$ cat src/rtl/v6502_pkg.sv
// Shared v6502 definitions: sequencer states, addressing-mode encodings and opcode decode.
// The ADDR_MODE_* encodings are also consumed by address_fsm.
package v6502_pkg;

    typedef enum logic [2:0] {
        StReset,
        StFetch,
        StDecode,
        StAddr,
        StExec
    } seq_state_e;

    localparam logic [2:0] ADDR_MODE_IMP  = 3'd0;
    localparam logic [2:0] ADDR_MODE_IMM  = 3'd1;
    localparam logic [2:0] ADDR_MODE_ZP   = 3'd2;
    localparam logic [2:0] ADDR_MODE_ZPI  = 3'd3;
    localparam logic [2:0] ADDR_MODE_ABS  = 3'd4;
    localparam logic [2:0] ADDR_MODE_ABSI = 3'd5;
    localparam logic [2:0] ADDR_MODE_INDX = 3'd6;
    localparam logic [2:0] ADDR_MODE_INDY = 3'd7;

    localparam logic INDEX_X = 1'b0;
    localparam logic INDEX_Y = 1'b1;

    typedef struct packed {
        logic [2:0] mode;
        logic       index;
    } addr_sel_t;

    // Only group-one opcodes need operand addressing; everything else is implied.
    function automatic addr_sel_t decode_addr_mode(input logic [7:0] opcode);
        addr_sel_t sel;
        sel.mode  = ADDR_MODE_IMP;
        sel.index = INDEX_X;
        if (opcode[1:0] == 2'b01) begin
            case (opcode[4:2])
                3'b000: sel.mode = ADDR_MODE_INDX;
                3'b001: sel.mode = ADDR_MODE_ZP;
                3'b010: sel.mode = ADDR_MODE_IMM;
                3'b011: sel.mode = ADDR_MODE_ABS;
                3'b100: begin
                    sel.mode  = ADDR_MODE_INDY;
                    sel.index = INDEX_Y;
                end
                3'b101: sel.mode = ADDR_MODE_ZPI;
                3'b110: begin
                    sel.mode  = ADDR_MODE_ABSI;
                    sel.index = INDEX_Y;
                end
                default: sel.mode = ADDR_MODE_ABSI;
            endcase
        end
        return sel;
    endfunction

endpackage

$ cat src/rtl/instr_sequencer.sv
// v6502 instruction sequencer: fetch, decode, hand operand addressing to address_fsm,
// strobe execute, repeat. An addressing phase that overruns ADDR_TIMEOUT cycles is aborted.
module instr_sequencer
    import v6502_pkg::*;
#(
    parameter int unsigned ADDR_TIMEOUT = 7
) (
    input  logic       i_clk,
    input  logic       i_rst_n,
    input  logic       i_rdy,
    input  logic [7:0] i_data,
    input  logic       i_addr_done,
    output logic       o_addr_start,
    output logic [2:0] o_addr_mode,
    output logic       o_addr_index_reg,
    output logic [7:0] o_ir,
    output logic       o_sync,
    output logic       o_pc_out,
    output logic       o_pc_inc,
    output logic       o_exec,
    output logic [2:0] o_tcycle,
    output logic       o_fault
);

    localparam logic [3:0] TimeoutVal = 4'(ADDR_TIMEOUT);

    seq_state_e state_q, state_d;
    logic [7:0] ir_q;
    logic [3:0] tmo_q, tmo_d;
    logic [2:0] tcycle_q, tcycle_d;
    logic       fault_q, fault_d;
    addr_sel_t  sel;

    assign sel = decode_addr_mode(ir_q);

    always_ff @(posedge i_clk or negedge i_rst_n) begin
        if (!i_rst_n) begin
            state_q <= StReset;
        end else begin
            state_q <= state_d;
        end
    end

    always_ff @(posedge i_clk or negedge i_rst_n) begin
        if (!i_rst_n) begin
            ir_q     <= 8'h00;
            tmo_q    <= 4'd0;
            tcycle_q <= 3'd0;
            fault_q  <= 1'b0;
        end else begin
            if (state_q == StFetch && i_rdy) begin
                ir_q <= i_data;
            end
            tmo_q    <= tmo_d;
            tcycle_q <= tcycle_d;
            fault_q  <= fault_d;
        end
    end

    always_comb begin
        state_d = state_q;
        tmo_d   = tmo_q;
        fault_d = 1'b0;
        case (state_q)
            StReset:  state_d = StFetch;
            StFetch:  if (i_rdy) state_d = StDecode;
            StDecode: begin
                tmo_d   = 4'd0;
                state_d = (sel.mode == ADDR_MODE_IMP) ? StExec : StAddr;
            end
            StAddr: begin
                // A done in the timeout cycle still completes the instruction.
                if (i_addr_done) begin
                    state_d = StExec;
                end else begin
                    tmo_d = tmo_q + 4'd1;
                    if (tmo_d == TimeoutVal) begin
                        state_d = StFetch;
                        fault_d = 1'b1;
                    end
                end
            end
            StExec:   if (i_rdy) state_d = StFetch;
            default:  state_d = StReset;
        endcase
    end

    always_comb begin
        if (state_d == StFetch) begin
            tcycle_d = 3'd0;
        end else if (tcycle_q == 3'd7) begin
            tcycle_d = 3'd7;
        end else begin
            tcycle_d = tcycle_q + 3'd1;
        end
    end

    always_comb begin
        o_sync           = (state_q == StFetch);
        o_pc_out         = (state_q == StFetch);
        o_pc_inc         = (state_q == StFetch) && i_rdy;
        o_addr_start     = (state_q == StDecode) && (sel.mode != ADDR_MODE_IMP);
        o_exec           = (state_q == StExec) && i_rdy;
        o_addr_mode      = sel.mode;
        o_addr_index_reg = sel.index;
        o_ir             = ir_q;
        o_tcycle         = tcycle_q;
        o_fault          = fault_q;
    end

endmodule

$ cat config.mk
export PLATFORM = sky130hd
export DESIGN_NAME = instr_sequencer
export DESIGN_NICKNAME = d
export VERILOG_FILES = /design/src/rtl/v6502_pkg.sv /design/src/rtl/instr_sequencer.sv
export SDC_FILE = /design/constraint.sdc
export NUM_CORES = 1
export LEC_CHECK = 0
export CAP_MARGIN = 25
export CORE_ASPECT_RATIO = 0.75
export CORE_MARGIN = 8
export CORE_UTILIZATION = 45
export CTS_BUF_LIST = sky130_fd_sc_hd__clkbuf_2
export DETAILED_ROUTE_END_ITERATION = 6
export PLACE_DENSITY = 0.89
export SLEW_MARGIN = 20
export SYNTH_ARGS = -nofsm -noshare
export SYNTH_HDL_FRONTEND = slang
export SYNTH_SLANG_ARGS = --single-unit
$ cat constraint.sdc
create_clock -name i_clk -period 2.9 [get_ports i_clk]
set_clock_uncertainty 0.1 [all_clocks]
set_input_delay 0.435 -clock i_clk [delete_from_list [all_inputs] [get_ports i_clk]]
set_output_delay 0.435 -clock i_clk [all_outputs]
set_load 0.02 [all_outputs]
==> results of run 1 <==
-- power by group through the flow --
| stage | registers [mW] | logic, mW | clock network (mW) |
|---|---|---|---|
| 2_1_floorplan | 0.582 | 0.535 | 0 |
| 6_report | 0.534 | 0.899 | 0.120 |
| 3_5_place_dp | 0.540 | 0.910 | 0 |
| 4_1_cts | 0.534 | 0.913 | 0.123 |
| 5_1_grt | 0.558 | 0.978 | 0.130 |
| 3_3_place_gp | 0.527 | 0.876 | 0 |
-- cells in the mapped netlist --
| master | number |
|---|---|
| nand3_1 | 1 |
| and4bb_2 | 1 |
| o2111ai_1 | 1 |
| nor2_1 | 9 |
| a31oi_1 | 2 |
| ha_1 | 3 |
| nor3b_1 | 2 |
| buf_2 | 1 |
| a21oi_1 | 9 |
| and3_1 | 1 |
| o31a_1 | 1 |
| mux2_4 | 7 |
| buf_4 | 1 |
| and2_4 | 1 |
| inv_1 | 6 |
| mux2i_1 | 1 |
| nor3b_4 | 1 |
| nor3_1 | 7 |
| o211ai_1 | 1 |
| buf_6 | 2 |
| dfrtp_1 | 19 |
| nand2_1 | 10 |
| clkbuf_1 | 1 |
| nand4b_1 | 1 |
| a21oi_2 | 1 |
| nand2b_1 | 4 |
| or3_1 | 1 |
| o22ai_1 | 1 |
| o21ai_0 | 6 |
-- critical path, delay by kind of cell, from the launching register on --
family,cells,cell delay [ps]
simple gates,2,550
flops,1,550
buf+inv,1,640
-- worst paths after layout --
| path | startpoint | endpoint | slack (ps) |
|---|---|---|---|
| worst max-delay path | state_q[0] | o_pc_inc | 300 |
| worst min-delay path | o_tcycle[0] | o_tcycle[0] | 400 |
| worst max register to register | state_q[0] | o_ir[1] | 1290 |
| worst min register to register | o_tcycle[0] | o_tcycle[0] | 400 |
| max in group asynchronous | i_rst_n | o_ir[1] | 1710 |
| min in group asynchronous | i_rst_n | o_tcycle[0] | 460 |
-- stage by stage --
step,hold slack (ps),cell area [sq um]
6_report,400,1360
5_1_grt,440,1360
4_1_cts,412,1360
3_5_place_dp,390,1340
3_3_place_gp,359,1340
2_1_floorplan,39.4,1030
-- logic make-up (layout without fill, tap and decap cells) --
kind of cell,Yosys count,in the layout,synth area share (%)
buf+inv,11,42,5.95
fa+ha+maj,3,3,3.65
simple gates,39,39,20.7
flops,19,19,46.2
mux,8,8,11.2
compound gates,22,22,12.4
-- area by class of cell --
type / instances / area, sq um / area share, %
Tap cell: 25 / 31.3 / 2.30
Sequential cell: 19 / 475 / 34.9
Multi-Input combinational cell: 72 / 493 / 36.2
Timing Repair Buffer: 32 / 320 / 23.5
Inverter: 6 / 22.5 / 1.65
Clock buffer: 4 / 20.0 / 1.47
-- state kept, by name (all words and copies together), names as in the netlist --
signal and cells:
tmo_q 4, o_ir 8, o_tcycle 3, state_q 3
o_fault 1
-- routing by layer --
layer	wire length, um	GRT usage [%]	vias to the layer above
met2	1140	21.3	31
met1	976	13.2	416
met4	79	8.26	0
met5	0	0	-
met3	163	2.45	7
li1	-	-	419
==> summary.txt, run 1 <==
Drt
  • Via density: 5.53
  • Drt wl/cell: approximately 15 um
  • # DRC: 0
  • Starting DRT DRC Count: 22
  • Vias: roughly 870
  • Drt first pass iters: 4
  • Routed Antenna Nets: 0
  • Final WL: approximately 2400 um

Setup path
  • Worst path slowest cell: clkdlybuf4s50_1
  • Cell Chain, Critical Path: nor3b_4, and2_4, clkdlybuf4s50_1
  • Critical Path Sink Type: output pin
  • Worst-path maximum fanout: 10
  • Crit Path Category: flip-flop to output pin
  • Delay of the slowest cell on the worst path: 640 ps
  • Startpoint Class: flip-flop
  • WP data required: between 2000 and 2500 ps
  • CP arrival: roughly 2100 ps
  • Worst reg2reg path depth: 3

Global route
  • First-pass GRT wire length: between 3000 and 4000 um
  • Overall routing resource usage: roughly 12%
  • Initial antenna violation count: 0
  • Congestion Overflow GR: 0
  • Largest net degree at the start of global routing: 20
  • Vias in the first global route: 900

Synth
  • Top cells by area, synth: dfrtp_1 (46%), mux2_4 (10%), a21oi_1 (4.4%)
  • Leading area contributor after synthesis: dfrtp_1
  • Mapped cell area: between 1000 and 1500 sq um
  • Yosys warnings: 0
  • Avg Cell Area, Syn: just over 10 sq um
  • Top cell type's share of synthesized area: a little under half
  • Count of cell types in the netlist: 29
  • Gate Count Post-Synth: just over 100
  • Post-synthesis net count: approximately 120
  • Register area share after synthesis: approximately 46%
  • #FFs+latches synth: 19

STA
  • Final TNS setup: 0 ps
  • Tcrit/Tclk final: 89.8%
  • Setup ws final: 295 ps
  • Relative slew slack: between 40 and 50%
  • Tmin final: between 2000 and 3000 ps
  • Worst-margin pin slew: 854 ps
  • Final setup viols: 0
  • Fin. Hold Viols: 0
  • Achievable frequency: around 380 MHz
  • Max-slew violation count: 0
  • RSZ-0062 raised after global routing: false

Status
  • Status: complete, no violations

Final layout
  • Layout cell share with drive strength beyond 1: a little under an eighth
  • Nets: between 100 and 150
  • Commonest non-fill, non-tap cell in the layout: clkdlybuf4s50_1
  • Commonest cells after routing, fill and taps aside: clkdlybuf4s50_1 (32), dfrtp_1 (19), nand2_1 (10)
  • ANT cells: 0
  • FILL cells: 186
  • Area delta synth->final: 32.3%
  • Final Non-Filler Cells: ~160
  • Post-Route Utilization: 61.0%

CTS
  • Worst-Skew Late Latency: 330 ps
  • # clock sinks: 19
  • Clock-pin slew on the worst setup and hold paths: about 180 ps
  • H-Tree Level Count: 1
  • Clk root buf: clkbuf_2
  • Hold-fix buffers, CTS: 0
  • CTS tree: yes
  • Post-CTS Setup Bufs: 0
  • Cts repair resizes: 0
  • Clock buffer depth: 2
  • Total CTS buffers: 3

Power
  • LEAKAGE: just under 0.6 nW
  • Max VDD drop: ~0.46 mV
  • Sequential share of power: between 30 and 40%
  • Sw Share: between 40% and 50%
  • Power Density: 1140 nW/um^2
  • Internal power: between 0.8 and 0.9 mW
  • Total power: between 1.5 and 2 mW
  • Clk network pwr share: under 10%
  • Gate power share: between 50 and 60%
  • Switch Pwr: 0.677 mW

Min path
  • WHS Path Cells: 1
  • Worst hold path type: flip-flop to flip-flop

Placed design
  • Post-Place Worst Slack: roughly 480 ps
  • Port Buf Inserts: 32
  • Placed instance count: 154
  • Placer Congestion: about 0.80
  • Dpl hpwl: 1880 um

Floorplanning
  • Die Wd: between 70 and 80 um
  • Row count: 15
  • Die H: roughly 57 um
  • Die ar.: between 4000 and 5000 sq um
  • Core area: approximately 2200 sq um
  • Initial Util: between 40% and 50%
  • I/O pins: 33

Run
  • Max-Cap Viols: 0
No activity file was read; power rests on OpenSTA's default activity.
==> run 2: changes to the inputs <==
--- a/config.mk
+++ b/config.mk
@@ -10,6 +10,7 @@
 export CORE_MARGIN = 8
 export CORE_UTILIZATION = 45
 export CTS_BUF_LIST = sky130_fd_sc_hd__clkbuf_2
+export CTS_CLUSTER_SIZE = 12
 export DETAILED_ROUTE_END_ITERATION = 6
 export PLACE_DENSITY = 0.89
 export SLEW_MARGIN = 20
==> results of run 2 <==
Final layout, timing and power as in run 1 (identical DEF).
